## src/rtl/dbg_mem_req_arbiter_if.sv

```systemverilog
// Bus bundle for dbg_mem_req_arbiter: requester-side request/response lanes
// plus the single downstream master path and status flags.
interface dbg_mem_req_arbiter_if #(
   parameter int unsigned NUM_REQ    = 2,
   parameter int unsigned ADDR_WIDTH = 64,
   parameter int unsigned DATA_WIDTH = 64
);
   // requester side
   logic [NUM_REQ-1:0]              req_i;
   logic [NUM_REQ-1:0]              gnt_o;
   logic [NUM_REQ*ADDR_WIDTH-1:0]   addr_i;
   logic [NUM_REQ-1:0]              we_i;
   logic [NUM_REQ*DATA_WIDTH-1:0]   wdata_i;
   logic [NUM_REQ*DATA_WIDTH/8-1:0] be_i;
   logic [NUM_REQ-1:0]              rvalid_o;
   logic [DATA_WIDTH-1:0]           rdata_o;
   logic                            err_o;

   // downstream side
   logic                            m_req_o;
   logic                            m_gnt_i;
   logic [ADDR_WIDTH-1:0]           m_addr_o;
   logic                            m_we_o;
   logic [DATA_WIDTH-1:0]           m_wdata_o;
   logic [DATA_WIDTH/8-1:0]         m_be_o;
   logic                            m_rvalid_i;
   logic [DATA_WIDTH-1:0]           m_rdata_i;
   logic                            m_err_i;

   // status
   logic                            busy_o;
   logic                            spurious_o;

   modport slave (
      input  req_i, addr_i, we_i, wdata_i, be_i,
      input  m_gnt_i, m_rvalid_i, m_rdata_i, m_err_i,
      output gnt_o, rvalid_o, rdata_o, err_o,
      output m_req_o, m_addr_o, m_we_o, m_wdata_o, m_be_o,
      output busy_o, spurious_o
   );

   modport master (
      output req_i, addr_i, we_i, wdata_i, be_i,
      output m_gnt_i, m_rvalid_i, m_rdata_i, m_err_i,
      input  gnt_o, rvalid_o, rdata_o, err_o,
      input  m_req_o, m_addr_o, m_we_o, m_wdata_o, m_be_o,
      input  busy_o, spurious_o
   );
endinterface

```

## src/rtl/dbg_mem_req_arbiter.sv

```systemverilog
// Round-robin arbiter sharing one system-bus master path between NUM_REQ
// debug requesters, with an in-order ID FIFO routing responses back.
module dbg_mem_req_arbiter #(
   parameter int unsigned NUM_REQ         = 2,
   parameter int unsigned ADDR_WIDTH      = 64,
   parameter int unsigned DATA_WIDTH      = 64,
   parameter int unsigned MAX_OUTSTANDING = 4
) (
   input  logic                 clk_i,
   input  logic                 rstn_i,
   dbg_mem_req_arbiter_if.slave bus
);
   localparam int unsigned IDW = (NUM_REQ > 1) ? $clog2(NUM_REQ) : 1;
   localparam int unsigned PW  = (MAX_OUTSTANDING > 1) ? $clog2(MAX_OUTSTANDING) : 1;
   localparam int unsigned CW  = $clog2(MAX_OUTSTANDING + 1);
   localparam int unsigned BW  = DATA_WIDTH / 8;

   typedef enum logic {ST_IDLE, ST_HOLD} state_t;

   state_t         state_q, state_d;
   logic [IDW-1:0] ptr_q, ptr_d;
   logic [IDW-1:0] sel_q, sel_d;
   logic [IDW-1:0] pick, cur;
   logic           found, full, push, pop, m_req;
   logic [CW-1:0]  cnt_q;
   logic [PW-1:0]  wr_q, rd_q;
   logic [IDW-1:0] fifo_q [MAX_OUTSTANDING];
   logic [IDW-1:0] head_id;
   logic           spur_q;

   logic [NUM_REQ-1:0]    gnt_vec, rvalid_vec;
   logic [ADDR_WIDTH-1:0] addr_sel;
   logic [DATA_WIDTH-1:0] wdata_sel;
   logic [BW-1:0]         be_sel;
   logic                  we_sel;

   function automatic logic [IDW-1:0] inc_id(input logic [IDW-1:0] k);
      return (32'(k) == NUM_REQ - 1) ? '0 : k + 1'b1;
   endfunction

   function automatic logic [PW-1:0] inc_ptr(input logic [PW-1:0] p);
      return (32'(p) == MAX_OUTSTANDING - 1) ? '0 : p + 1'b1;
   endfunction

   // Rotating-priority search starting at ptr_q.
   always_comb begin
      int unsigned j;
      logic [IDW-1:0] k;
      found = 1'b0;
      pick  = '0;
      j     = 0;
      k     = '0;
      for (int unsigned i = 0; i < NUM_REQ; i++) begin
         j = 32'(ptr_q) + i;
         if (j >= NUM_REQ) j = j - NUM_REQ;
         k = IDW'(j);
         if (!found && bus.req_i[k]) begin
            found = 1'b1;
            pick  = k;
         end
      end
   end

   assign full = (cnt_q == CW'(MAX_OUTSTANDING));

   always_comb begin
      state_d = state_q;
      sel_d   = sel_q;
      ptr_d   = ptr_q;
      cur     = sel_q;
      m_req   = 1'b0;
      push    = 1'b0;
      unique case (state_q)
         ST_IDLE: begin
            cur = pick;
            if (found && !full) begin
               m_req = 1'b1;
               if (bus.m_gnt_i) begin
                  push  = 1'b1;
                  ptr_d = inc_id(pick);
               end else begin
                  sel_d   = pick;
                  state_d = ST_HOLD;
               end
            end
         end
         ST_HOLD: begin
            // Held selection keeps driving even if its req_i drops.
            m_req = 1'b1;
            if (bus.m_gnt_i) begin
               push    = 1'b1;
               ptr_d   = inc_id(sel_q);
               state_d = ST_IDLE;
            end
         end
         default: state_d = ST_IDLE;
      endcase
   end

   assign addr_sel  = bus.addr_i[cur*ADDR_WIDTH +: ADDR_WIDTH];
   assign wdata_sel = bus.wdata_i[cur*DATA_WIDTH +: DATA_WIDTH];
   assign be_sel    = bus.be_i[cur*BW +: BW];
   assign we_sel    = bus.we_i[cur];
   assign gnt_vec   = (m_req && bus.m_gnt_i) ? (NUM_REQ'(1) << cur) : '0;

   assign head_id    = fifo_q[rd_q];
   assign pop        = bus.m_rvalid_i && (cnt_q != '0);
   assign rvalid_vec = pop ? (NUM_REQ'(1) << head_id) : '0;

   always_ff @(posedge clk_i or negedge rstn_i) begin
      if (!rstn_i) begin
         state_q <= ST_IDLE;
         ptr_q   <= '0;
         sel_q   <= '0;
         cnt_q   <= '0;
         wr_q    <= '0;
         rd_q    <= '0;
         spur_q  <= 1'b0;
         for (int unsigned i = 0; i < MAX_OUTSTANDING; i++) fifo_q[i] <= '0;
      end else begin
         state_q <= state_d;
         ptr_q   <= ptr_d;
         sel_q   <= sel_d;
         if (push) begin
            fifo_q[wr_q] <= cur;
            wr_q         <= inc_ptr(wr_q);
         end
         if (pop) rd_q <= inc_ptr(rd_q);
         unique case ({push, pop})
            2'b10:   cnt_q <= cnt_q + 1'b1;
            2'b01:   cnt_q <= cnt_q - 1'b1;
            default: cnt_q <= cnt_q;
         endcase
         if (bus.m_rvalid_i && (cnt_q == '0)) spur_q <= 1'b1;
      end
   end

   // Combinational paths are forced low while reset is held.
   assign bus.m_req_o    = rstn_i & m_req;
   assign bus.gnt_o      = rstn_i ? gnt_vec : '0;
   assign bus.m_addr_o   = rstn_i ? addr_sel : '0;
   assign bus.m_we_o     = rstn_i & we_sel;
   assign bus.m_wdata_o  = rstn_i ? wdata_sel : '0;
   assign bus.m_be_o     = rstn_i ? be_sel : '0;
   assign bus.rvalid_o   = rstn_i ? rvalid_vec : '0;
   assign bus.rdata_o    = rstn_i ? bus.m_rdata_i : '0;
   assign bus.err_o      = rstn_i & bus.m_err_i;
   assign bus.busy_o     = rstn_i & (cnt_q != '0);
   assign bus.spurious_o = rstn_i & spur_q;

endmodule
```

## src/flat_wrapper.sv

```systemverilog
// flat-port wrapper written by rule: the top's interface ports become plain ports
module dbg_mem_req_arbiter_flat 
#(
   parameter int unsigned NUM_REQ         = 2,
   parameter int unsigned ADDR_WIDTH      = 64,
   parameter int unsigned DATA_WIDTH      = 64,
   parameter int unsigned MAX_OUTSTANDING = 4
)
  (clk_i, rstn_i, bus_req_i, bus_addr_i, bus_we_i, bus_wdata_i, bus_be_i, bus_m_gnt_i, bus_m_rvalid_i, bus_m_rdata_i, bus_m_err_i, bus_gnt_o, bus_rvalid_o, bus_rdata_o, bus_err_o, bus_m_req_o, bus_m_addr_o, bus_m_we_o, bus_m_wdata_o, bus_m_be_o, bus_busy_o, bus_spurious_o);
  dbg_mem_req_arbiter_if #(.NUM_REQ(NUM_REQ), .ADDR_WIDTH(ADDR_WIDTH), .DATA_WIDTH(DATA_WIDTH)) bus_i ();
  input  logic clk_i;
  input  logic rstn_i;
  input wire logic [$bits(bus_i.req_i)-1:0] bus_req_i;
  input wire logic [$bits(bus_i.addr_i)-1:0] bus_addr_i;
  input wire logic [$bits(bus_i.we_i)-1:0] bus_we_i;
  input wire logic [$bits(bus_i.wdata_i)-1:0] bus_wdata_i;
  input wire logic [$bits(bus_i.be_i)-1:0] bus_be_i;
  input wire logic [$bits(bus_i.m_gnt_i)-1:0] bus_m_gnt_i;
  input wire logic [$bits(bus_i.m_rvalid_i)-1:0] bus_m_rvalid_i;
  input wire logic [$bits(bus_i.m_rdata_i)-1:0] bus_m_rdata_i;
  input wire logic [$bits(bus_i.m_err_i)-1:0] bus_m_err_i;
  output wire logic [$bits(bus_i.gnt_o)-1:0] bus_gnt_o;
  output wire logic [$bits(bus_i.rvalid_o)-1:0] bus_rvalid_o;
  output wire logic [$bits(bus_i.rdata_o)-1:0] bus_rdata_o;
  output wire logic [$bits(bus_i.err_o)-1:0] bus_err_o;
  output wire logic [$bits(bus_i.m_req_o)-1:0] bus_m_req_o;
  output wire logic [$bits(bus_i.m_addr_o)-1:0] bus_m_addr_o;
  output wire logic [$bits(bus_i.m_we_o)-1:0] bus_m_we_o;
  output wire logic [$bits(bus_i.m_wdata_o)-1:0] bus_m_wdata_o;
  output wire logic [$bits(bus_i.m_be_o)-1:0] bus_m_be_o;
  output wire logic [$bits(bus_i.busy_o)-1:0] bus_busy_o;
  output wire logic [$bits(bus_i.spurious_o)-1:0] bus_spurious_o;
  assign bus_i.req_i = bus_req_i;
  assign bus_i.addr_i = bus_addr_i;
  assign bus_i.we_i = bus_we_i;
  assign bus_i.wdata_i = bus_wdata_i;
  assign bus_i.be_i = bus_be_i;
  assign bus_i.m_gnt_i = bus_m_gnt_i;
  assign bus_i.m_rvalid_i = bus_m_rvalid_i;
  assign bus_i.m_rdata_i = bus_m_rdata_i;
  assign bus_i.m_err_i = bus_m_err_i;
  assign bus_gnt_o = bus_i.gnt_o;
  assign bus_rvalid_o = bus_i.rvalid_o;
  assign bus_rdata_o = bus_i.rdata_o;
  assign bus_err_o = bus_i.err_o;
  assign bus_m_req_o = bus_i.m_req_o;
  assign bus_m_addr_o = bus_i.m_addr_o;
  assign bus_m_we_o = bus_i.m_we_o;
  assign bus_m_wdata_o = bus_i.m_wdata_o;
  assign bus_m_be_o = bus_i.m_be_o;
  assign bus_busy_o = bus_i.busy_o;
  assign bus_spurious_o = bus_i.spurious_o;
  dbg_mem_req_arbiter #(.NUM_REQ(NUM_REQ), .ADDR_WIDTH(ADDR_WIDTH), .DATA_WIDTH(DATA_WIDTH), .MAX_OUTSTANDING(MAX_OUTSTANDING)) u_core (.clk_i(clk_i), .rstn_i(rstn_i), .bus(bus_i));
endmodule
```

## config.mk

```make
export PLATFORM = sky130hd
export DESIGN_NAME = dbg_mem_req_arbiter_flat
export DESIGN_NICKNAME = d
export VERILOG_FILES = /design/src/rtl/dbg_mem_req_arbiter_if.sv /design/src/rtl/dbg_mem_req_arbiter.sv /design/src/flat_wrapper.sv
export SDC_FILE = /design/constraint.sdc
export NUM_CORES = 1
export LEC_CHECK = 0
export ABC_AREA = 1
export BUFFER_PORTS_ARGS = -buffer_cell sky130_fd_sc_hd__buf_2
export CORE_AREA = 2 2 215 217
export CTS_BUF_LIST = sky130_fd_sc_hd__clkbuf_8
export DETAILED_ROUTE_END_ITERATION = 8
export DIE_AREA = 0 0 217 219
export PLACE_DENSITY = 0.3
export SKIP_LAST_GASP = 1
export SLEW_MARGIN = 20
export SYNTH_ARGS = -nofsm -noshare
export SYNTH_HDL_FRONTEND = slang
export SYNTH_SLANG_ARGS = --single-unit
```

## constraint.sdc

```tcl
create_clock -name clk_i -period 2.4 [get_ports clk_i]
set_clock_uncertainty 0.1 [all_clocks]
set_input_delay 0.12 -clock clk_i [delete_from_list [all_inputs] [get_ports clk_i]]
set_output_delay 0.12 -clock clk_i [all_outputs]
set_load 0.005 [all_outputs]
```

**After elaboration in Yosys (flattened, before gate mapping)**

Cells that the tools add are included.

- Bits in registers: 15
- Latch bits: 0
- Bits in writable memories: 0
- ROM bits: 0
- Input port bits: 345
- Output and inout port bits: 209
- Word-level logic and storage cells: 107
- Memories kept: 0

- $add $sub $neg: 9
- Multipliers: 0
- Div/mod/pow operators: 0
- Magnitude comparators: 8
- Equality and inequality tests: 8
- Shifts and indexed selects: 5
- Muxes and demuxes: 44
- Bitwise operators: 9
- Reductions and logical operators: 13

Operators by type and width:

| cell | count |
|---|---|
| 128-bit by 8-bit variable part select with 64-bit output | 2 |
| 64-bit two-way mux | 3 |
| 1-bit two-way mux | 26 |
| 16-bit by 5-bit variable part select with 8-bit output | 1 |
| 2-bit two-way mux | 6 |
| 8-bit two-way mux | 1 |
| 1-bit one-hot mux with 2 select lines | 4 |
| 2-bit equality test (second input constant) | 3 |
| 3-bit >= comparator (second input constant) | 2 |
| 1-bit logical AND | 6 |
| 1-bit by 2-bit less-than comparator with 1-bit output (second input constant) | 3 |
| 2-bit NOT with 3-bit output | 2 |
| 3-bit one-hot mux with 2 select lines | 1 |
| 3-bit AND reduction | 2 |
| 1-bit bitwise AND | 5 |
| 2-bit by 1-bit adder with 2-bit output (second input constant) | 2 |
| 4-bit bitwise mux | 1 |
| 2-bit != test (second input constant) | 2 |
| 1-bit by 1-bit left shift with 2-bit output (first input constant) | 2 |
| 3-bit by 1-bit adder with 3-bit output (second input constant) | 1 |
| 3-bit equality test (second input constant) | 1 |
| 3-bit logical NOT | 1 |
| 3-bit by 1-bit less-than comparator with 1-bit output (second input constant) | 1 |
| 3-bit nonzero test | 1 |
| 13 further kinds | 17 |

**Longest topological paths before layout**

Gate-level depths: netlist of run 1.

- Word-level depth: 14
- Depth in mapped cells: 11
- Gate-level depth less buffers: 11

**Worst setup path after synthesis of run 1**

No wires, ideal clock.

- Path kind: reg-to-reg
- Start: reg u_core.cnt_q[1]
- End: reg u_core.cnt_q[2]
- Library setup time: 0.131 ns
- Arrival time: 1.821 ns
- Required time: 2.169 ns
- Path slack: 0.349 ns
- Stages on the path, launching flop included: 12
- Path buffers: 0
- Clock period less this slack: 2.051 ns
- Cell sequence: dfrtp_1 -> nor2_1 -> nand2_1 -> nand2_1 -> nand2_1 -> nand2_1 -> ha_1 -> inv_1 -> fa_1 -> a21oi_1 -> o21ai_0 -> xor2_1

- Word-level cells in the longest chain between the ends: 7
- Elaborated cells between the ends (all ways): 13
- Those cells by class: 2 x add/sub; 3 x eq/ne; 3 x mux; 5 x reduce/logical

Ends and longest elaborated chain:

| element | RTL line | RTL |
|---|---|---|
| from (decl) | dbg_mem_req_arbiter.sv:25 | `logic [CW-1:0] cnt_q;` |
| from (signal assigned) | dbg_mem_req_arbiter.sv:130 | `2'b10: cnt_q <= cnt_q + 1'b1;` |
| from (signal assigned) | dbg_mem_req_arbiter.sv:131 | `2'b01: cnt_q <= cnt_q - 1'b1;` |
| from (signal assigned) | dbg_mem_req_arbiter.sv:132 | `default: cnt_q <= cnt_q;` |
| 3-bit equality test | dbg_mem_req_arbiter.sv:64 | `assign full = (cnt_q == CW'(MAX_OUTSTANDING));` |
| 1-bit logical NOT | dbg_mem_req_arbiter.sv:76 | `if (found && !full) begin` |
| 1-bit logical AND | dbg_mem_req_arbiter.sv:76 |  |
| 1-bit two-way mux | dbg_mem_req_arbiter.sv:76 |  |
| 1-bit one-hot mux with 2 select lines | dbg_mem_req_arbiter.sv:73 | `unique case (state_q)` |
| 2-bit by 1-bit equality test with 1-bit output or 2-bit equality test (tied branches) | dbg_mem_req_arbiter.sv:129 | `unique case ({push, pop})` |
| 3-bit one-hot mux with 2 select lines or 2-bit nonzero test (tied branches) | - |  |

Several ways; a longest one is shown, not always the timed one.
A chain may end at the register's enable or synchronous reset.

**Final worst setup path of run 1**

- Start: reg u_core.state_q
- End: out bus_m_addr_o[45]

- Word-level cells in the longest chain between the ends: 3

Ends and longest elaborated chain:

| element | RTL line | RTL |
|---|---|---|
| from (decl) | dbg_mem_req_arbiter.sv:20 | `state_t state_q, state_d;` |
| from (signal assigned) | dbg_mem_req_arbiter.sv:121 | `state_q <= state_d;` |
| 1-bit two-way mux | dbg_mem_req_arbiter.sv:73 |  |
| 128-bit by 8-bit variable part select with 64-bit output | dbg_mem_req_arbiter.sv:100 | `assign addr_sel = bus.addr_i[cur*ADDR_WIDTH +: ADDR_WIDTH];` |
| 64-bit two-way mux | dbg_mem_req_arbiter.sv:141 | `assign bus.m_addr_o = rstn_i ? addr_sel : '0;` |
| to (decl) | flat_wrapper.sv:27 | `output wire logic [$bits(bus_i.m_addr_o)-1:0] bus_m_addr_o;` |

No other way between the ends.

==> results.yml, run 1 <==
outcome:
  status: "complete, no violations"
route:
  first_pass_iters: 4
  num_vias: 6113
  wl_per_cell_microns: 12.9
  ant_nets: 0
  drtIter0Drc: 184
  finalWirelength_mm: 23.5
  route.detailed.drc: 0
  vias_per_cell: 3.36
critical_path:
  cp_data_required_time_ps: 2180
  crit_path_start_kind: "register"
  crit_start: "u_core.state_q"
  critPathMaxStageDelay_ps: 420
  crit_fanout: 52
  cpLargestDelayFamily: "buffers and inverters"
  end_kind: "output port"
  timing.rr.start: "u_core.cnt_q[1]"
  critPathSlowestCell: "buf_4"
  crit_type: "register to output port"
  path_cells: "inv_2 -> nand3_2 -> nand2_4 -> buf_4 -> o21ai_0 -> nor2_1 -> buf_2"
  crit_buf_inv: 3
  cp.arrival_ps: 1960
final_layout:
  final_nets: 1571
  postLayoutCoreUtil_pct: 15.2
  fillers: 5364
  drive_gt1_share_pct: 48.0
  area_growth_pct: 99.2
timing:
  relSlewSlack_pct: 64.1
  tightest_slew_ps: 539
  setup_tns_ps: 0
  setup_viol: 0
  clock.fmax_mhz: 459
  fin_crit_ps: 2180
  worst_slack_ps: 219
  finalCritPeriodShare_pct: 90.9
  rsz0062_at_grt: "no"
  slew_violations: 0
  finalHoldViolCount: 0
placement:
  place_ws_ps: 223
  place.gp.congestion: 0.773
  portBuffers: 553
  place_hpwl_mm: 19.5
die:
  num_rows: 78
  die_h_microns: 219
  die_area_sq_um: 47500
  io_pins: 554
  initial_utilization_pct: 7.63
  coreArea_sq_um: 45100
  die_x_microns: 217
logic_synthesis:
  synth_commonest_cells: "nor2_1, o21ai_0, nand2_1, inv_1"
  syn_nets: 1053
  post-synth-top-area-fraction_pct: 29.8
  yosysUniqueCellTypes: 28
  yosysMostFrequentCell: "nor2_1"
  ys.warnings.count: 0
  ys_ff_latch: 15
  synthArstFlopShare_pct: 100
  synth_edf_count: 0
  syn_avg_cell_area_sq_um: 4.91
  synth.area.top_cells: "nor2_1, o21ai_0, dfrtp_1"
  yosys_most_used_dff: "dfrtp_1"
  syn_area_sq_um: 3440
  synthCells: 701
  synth_largest_area_cell: "nor2_1"
  yosysSeqAreaShare_pct: 10.9
clock_network:
  cts_buffers: 3
  cts_setup_buffers: 0
  htreeDepth: 1
  clockRootBuffer: "clkbuf_8"
  path_clk_slew_ps: 60
  clock_path_buffers: 2
  cts.sinks: 15
  cts_tree: "yes"
  clk_latency_ps: 240
power:
  power_density_nw_per_um2: 533
  ir_drop_uv: 484
  p_leak_uw: 0.00437
  total_power_uw: 3660
grt:
  grt_max_degree: 90
  gr-total-overflow: 0
  grt_pass1_wl_mm: 32.2
  antenna_found_initial: 3
  grt_pass1_vias: 5487
  track_usage_pct: 8.62
min_path:
  hp-start: "bus_req_i[1]"
  hold_path.class: "primary input to register"
flow_run:
  maxCapViolCount: 0
==> layout by cell type, fill, tap and decap left out, types with 4 or more instances in the layout <==
master / synthesis / layout
nor2_2: 10 / 10
dfrtp_1: 15 / 15
nand4_1: 4 / 4
buf_4: 2 / 6
nor2_1: 273 / 273
nand2_1: 94 / 94
buf_2: 19 / 552
ha_1: 6 / 6
inv_1: 77 / 78
nand3_1: 7 / 7
buf_12: 1 / 7
o21ai_0: 146 / 146
==> stage by stage <==
step	hold WS, ps	instances	instance area, sq um
2_1_floorplan	-276	701	3440
3_3_place_gp	-111	1813	6800
3_5_place_dp	-114	1813	6800
4_1_cts	70.9	1818	6850
5_1_grt	96.6	1820	6860
6_report	78.3	1820	6860
==> cell type report <==
type / count / area, sq um / share of cell area (%)
clock inverters: 1 / 3.75 / 0.0547
multi-input cells: 553 / 2410 / 35.2
well taps: 600 / 751 / 10.9
flip-flops and latches: 15 / 375 / 5.47
clock buffers: 3 / 41.3 / 0.602
diodes: 2 / 5.00 / 0.0730
repair buffers: 567 / 2970 / 43.3
inverters: 79 / 299 / 4.36
==> where the power goes <==
group,total (uW),leakage (uW),internal (uW),switching (uW)
registers,463,0.000182,370,92.7
logic,2990,0.00416,1170,1820
clock network,201,0.0000269,113,88.2
total,3660,0.00437,1660,2000
==> cells by family (layout without fill, tap and decap cells) <==
kind of cell	Yosys count	count (layout)	share of synthesized area, %
buffers and inverters	133	650	19.0
other	0	2	0
adder cells (fa/ha/maj)	7	7	2.76
flip-flops	15	15	10.9
AND/OR/NAND/NOR	393	393	44.7
AO/OA/AOI/OAI	151	151	22.1
XOR/XNOR	2	2	0.509
==> timing repair <==
| action | CTS | global route |
|---|---|---|
| gates resized for setup | 0 | 0 |
| setup endpoints to repair | 0 | 0 |
| endpoints found under the hold margin | 11 | 0 |
| hold buffers | 1 | 0 |
==> worst register-to-register path: stages, from the launching register on <==
cell	delay [ps]
dfrtp_1	400
nor2_1	150
nand2_1	100
nand2_1	90
nand2_1	70
nand2_1	80
ha_1	140
inv_1	70
fa_1	430
a21oi_1	140
o21ai_0	120
xor2_1	160
==> worst paths after layout <==
path                                    endpoint  slack [ps]  cells past startpoint
max in group asynchronous           u_core.ptr_q        1350                      4
min in group asynchronous          u_core.spur_q         190                      2
worst max-delay path            bus_m_addr_o[45]         220                      7
worst min register to register      u_core.ptr_q         390                      2
worst min-delay path                u_core.sel_q          80                      3
worst max register to register   u_core.cnt_q[2]         240                     11
==> layer usage <==
layer  up-vias  global-route usage [%]  part of all wire [%]  routed length, microns
met5         -                       0                     0                       0
met1      2644                    10.0                    40                    9300
met2       273                    16.4                    52                   12100
met3        14                    1.65                   7.8                    1840
met4         0                    1.42                   1.0                     240
li1       3182                       -                     -                       -
==> state kept, by name (all words and copies together), names as in the netlist <==
register and flops:
u_core.sel_q 1, u_core.rd_q 2, u_core.wr_q 2, u_core.spur_q 1, u_core.cnt_q 3, u_core.state_q 1
u_core.fifo_q 4, u_core.ptr_q 1
No activity file was read; power rests on OpenSTA's default activity.
==> run 2, diff against run 1 <==
ABC_AREA = unset   (was 1)
CORE_AREA = 2 2 218 220   (was 2 2 215 217)
DIE_AREA = 0 0 220 222   (was 0 0 217 219)
==> results.yml, run 2 <==
timing:
  setup_tns_ps: 0
  setup_viol: 0
  finalHoldViolCount: 0
  worst_slack_ps: 151
  slew_violations: 0
  clock.fmax_mhz: 445
  fin_crit_ps: 2250
  relSlewSlack_pct: 72.6
  tightest_slew_ps: 411
  finalCritPeriodShare_pct: 93.7
  fin_hold_ws_ps: 131
  rsz0062_at_grt: "no"
grt:
  track_usage_pct: 8.81
  gr-total-overflow: 0
  grt_pass1_vias: 5898
  grt_pass1_wl_mm: 33.3
  grt_max_degree: 102
  antenna_found_initial: 4
clock_network:
  cts_tree: "yes"
  path_clk_slew_ps: 70
  cts_setup_buffers: 0
  clk_latency_ps: 250
  clock_path_buffers: 2
  cts.sinks: 15
  clockRootBuffer: "clkbuf_8"
  cts_buffers: 3
  htreeDepth: 1
die:
  io_pins: 554
  num_rows: 79
  die_h_microns: 222
  initial_utilization_pct: 8.67
  coreArea_sq_um: 46300
  die_x_microns: 220
  die_area_sq_um: 48800
final_layout:
  fillers: 5403
  largest_register_ffs: 4
  diodes: 0
  area_growth_pct: 91.1
  multi_input_area_sq_um: 3310
  final_cell_mix: "buf_2, nand2_1, mux2i_1, and2_1, buf_4"
  seqCellArea_sq_um: 377
  postLayoutCoreUtil_pct: 16.6
  drive_gt1_share_pct: 52.3
  top_register: "u_core.fifo_q"
  final_common_cell: "buf_2"
  reg_top3: "u_core.fifo_q: 4 flops, u_core.cnt_q: 3 flops"
  final_nets: 1509
logic_synthesis:
  syn_avg_cell_area_sq_um: 6.50
  synthCells: 617
  syn_nets: 969
  yosysSeqAreaShare_pct: 9.35
  yosysUniqueCellTypes: 35
  post-synth-top-area-fraction_pct: 34.4
  yosys_most_used_dff: "dfrtp_1"
  synth.area.top_cells: "mux2i_1, nand2_1, and2_1"
  synth_largest_area_cell: "mux2i_1"
  ys_ff_latch: 15
  ys.warnings.count: 0
  synth_edf_count: 0
  yosysMostFrequentCell: "nand2_1"
  syn_area_sq_um: 4010
  synthArstFlopShare_pct: 100
  synth_commonest_cells: "nand2_1, mux2i_1, and2_1, clkbuf_1, dfrtp_1"
route:
  ant_nets: 0
  vias_per_cell: 3.47
  met1_length_mm: 8.50
  route.detailed.drc: 0
  num_vias: 6124
  finalWirelength_mm: 24.1
  first_pass_iters: 7
  dr_wl_met3_mm: 2.03
  wl_met2_mm: 13.4
  drtIter0Drc: 195
  highest_layer: "met5"
  wl_per_cell_microns: 13.6
critical_path:
  cp_data_required_time_ps: 2180
  end_kind: "output port"
  crit_type: "register to output port"
  crit_path_start_kind: "register"
  cp.arrival_ps: 2030
  reg2reg_depth: 9
  crit_fanout: 36
min_path:
  hold_path.class: "primary input to register"
  hold_depth: 2
placement:
  portBuffers: 553
  place_ws_ps: 212
  place_hpwl_mm: 20.8
  place.gp.congestion: 0.809
outcome:
  status: "complete, no violations"
power:
  p_leak_uw: 0.00477
  ir_drop_uv: 246
  power_density_nw_per_um2: 444
  total_power_uw: 3410
flow_run:
  maxCapViolCount: 0
[run 2: metal layers]
metal  vias up  global-route usage, %
li1       3072                      -
met3        10                   1.41
met1      2695                   8.98
met4         6                  0.585
met5         -                      0
met2       341                   18.8
[run 2: final timing paths]
kind | startpoint | end | slack (ps)
max reg2reg | u_core.cnt_q[1] | u_core.cnt_q[2] | 210
min in group asynchronous | rstn_i | u_core.spur_q | 170
min reg2reg | u_core.spur_q | u_core.spur_q | 350
max | u_core.ptr_q | bus_m_addr_o[3] | 150
max in group asynchronous | rstn_i | u_core.state_q | 1730
min | bus_req_i[1] | u_core.sel_q | 130
[run 2: cell families after synthesis]
family	Yosys count	synth area share [%]
XOR/XNOR	3	0.655
multiplexers	142	35.8
flip-flops	15	9.35
AND/OR/NAND/NOR	368	39.9
adder cells (fa/ha/maj)	7	2.37
buffers and inverters	64	8.33
AO/OA/AOI/OAI	18	3.59
[run 2: metrics by stage]
| step | cell area, sq um | instances |
|---|---|---|
| floorplan | 4010 | 617 |
| global placement | 7610 | 1758 |
| detailed placement | 7610 | 1758 |
| CTS | 7670 | 1763 |
| global route | 7670 | 1763 |
| finish | 7670 | 1763 |
[run 2: layout make-up]
class                   count  share of cell area [%]
multi-input cells         538                    43.2
repair buffers            592                    41.0
well taps                 607                    9.90
flip-flops and latches     15                    4.91
clock buffers               3                   0.538
inverters                   7                   0.343
clock inverters             1                  0.0489
[run 2: power breakdown]
part,switching (uW),internal (uW)
combinational,1310,1410
sequential,101,378
clock,92.5,113
total,1510,1900
[run 2: repair_timing]
action,in CTS,in global routing
endpoints found under the hold margin,1,0
endpoints found under the setup margin,0,2
gates resized for setup,0,1
hold buffers,1,0
[run 2: worst max-delay path, stage by stage, from the launching register on]
cell and delay (ps):
dfrtp_1 380, nor2b_1 250, a2bb2oi_4 240, buf_12 260, buf_4 210, mux2i_1 230
buf_2 150
==> run 3, diff against run 2 <==
SETUP_SLACK_MARGIN = 0.4   (was unset)
==> results.yml, run 3 (synthesis results as in run 2) <==
outcome:
  status: "complete, no violations"
critical_path:
  critPathMaxStageDelay_ps: 400
  path_cells: "nor2b_4 -> a2bb2oi_4 -> buf_12 -> buf_12 -> clkbuf_16 -> mux2i_1 -> buf_2"
  cp_data_required_time_ps: 2180
  crit_path_start_kind: "register"
  critPathSlowestCell: "dfrtp_1"
  cpLargestDelayFamily: "buffers and inverters"
  crit_start: "u_core.ptr_q"
  end_kind: "output port"
  crit_type: "register to output port"
  timing.rr.start: "u_core.cnt_q[0]"
  cp.arrival_ps: 1840
  crit_buf_inv: 4
  crit_fanout: 8
  cpMostUsedCell: "buf_12"
timing:
  finalHoldViolCount: 0
  worst_slack_ps: 338
  finalCritPeriodShare_pct: 85.9
  slew_violations: 0
  fin_crit_ps: 2060
  rsz0062_at_grt: "yes"
  clock.fmax_mhz: 485
  setup_viol: 0
  tightest_slew_ps: 380
  setup_tns_ps: 0
  fin_hold_ws_ps: 17.5
  relSlewSlack_pct: 74.6
power:
  ir_drop_uv: 204
  p_leak_uw: 0.00500
  power_density_nw_per_um2: 493
  power_frac_seq_pct: 12.4
  p_clk_share_pct: 5.2
  p_sw_share_pct: 41.9
  switchingPower_uw: 1700
  intPower_uw: 2350
  p_comb_share_pct: 82.4
final_layout:
  drive_gt1_share_pct: 54.6
  final_cell_mix: "buf_2, nand2_1, mux2i_1, and2_1, buf_4"
  reg_top3: "u_core.fifo_q: 4 flops, u_core.cnt_q: 3 flops"
  final_nets: 1537
  largest_register_ffs: 4
  top_register: "u_core.fifo_q"
  final_common_cell: "buf_2"
  area_growth_pct: 105
clock_network:
  cts.sinks: 15
  cts_tree: "yes"
  clockRootBuffer: "clkbuf_8"
  clk_latency_ps: 250
  clock_path_buffers: 2
  path_clk_slew_ps: 70
  cts_buffers: 3
  htreeDepth: 1
grt:
  grt_pass1_vias: 5938
  grt_pass1_wl_mm: 35.7
  grt_max_degree: 64
  track_usage_pct: 9.69
  gr-total-overflow: 0
  antenna_found_initial: 3
die:
  die_h_microns: 222
  die_x_microns: 220
  initial_utilization_pct: 8.67
  num_rows: 79
  die_area_sq_um: 48800
  coreArea_sq_um: 46300
  io_pins: 554
route:
  vias_per_cell: 3.50
  route.detailed.drc: 0
  wl_per_cell_microns: 14.9
  first_pass_iters: 5
  finalWirelength_mm: 26.7
  ant_nets: 0
  num_vias: 6266
  drtIter0Drc: 149
placement:
  place.gp.congestion: 0.804
  portBuffers: 553
  place_hpwl_mm: 22.1
  place_ws_ps: 298
min_path:
  hold_path.class: "primary input to asynchronous set/reset pin"
flow_run:
  maxCapViolCount: 0
## run 3: final cells by class
| type | instances | area (sq um) |
|---|---|---|
| Fill cell | 5363 | 38000 |
| Timing Repair Buffer | 620 | 3600 |
| Multi-Input combinational cell | 538 | 3400 |
| Tap cell | 607 | 759 |
| Sequential cell | 15 | 380 |
| Clock buffer | 3 | 41.3 |
| Inverter | 7 | 26.3 |
| Clock inverter | 1 | 3.75 |
| Antenna cell | 1 | 2.50 |
## run 3: what timing repair did
item                                    CTS  global route
endpoints found under the setup margin  124           142
hold buffers                              2             0
resized for setup                        22            12
setup buffers                            15            11
endpoints found under the hold margin     3             0
pin swaps                                 6             5
gates cloned                              5             3
## run 3: metal layers
layer	vias up	global-route usage, %	routed length, microns
li1	3139	-	-
met1	2743	9.32	8810
met2	368	20.3	14900
met3	14	2.46	2550
met4	2	1.52	412
met5	-	0	16
## run 3: power by group through the flow
stage | registers (uW) | clock network [uW] | logic, uW
detailed placement | 498 | 0 | 2730
global placement | 497 | 0 | 2760
finish | 503 | 212 | 3340
CTS | 503 | 221 | 3190
global route | 526 | 231 | 3650
floorplan | 460 | 0 | 1590
## run 3: worst reg2reg max path: cells and delay by family, from the launching register on
family                     cells  cell delay [ps]
AOI/OAI and AO/OA              1              100
DFF                            1              440
xor gates and xnor gates       2              280
buffers and inverters          2              110
adders and majority gates      2              450
and+or+nand+nor                2              400
## run 3: final timing paths
kind                                    endpoint  slack, ps  depth (start not counted)
worst min register to register     u_core.spur_q        350                          1
worst max register to register   u_core.cnt_q[2]        440                          9
min in group clk_i                  u_core.sel_q        120                          2
worst max-delay path            bus_m_addr_o[14]        340                          7
worst min-delay path              u_core.wr_q[0]         20                          2
max in group asynchronous        u_core.cnt_q[2]       1420                          3
## run 3: through the flow
stage	cell area [sq um]	util [%]	power [uW]	std cells
after global placement	7580	16.4	3250	1751
after CTS	8010	17.3	3910	1777
final	8220	17.8	4050	1792
after detailed placement	7580	16.4	3230	1751
after global routing	8220	17.8	4410	1791
after floorplan	4020	-	2050	617
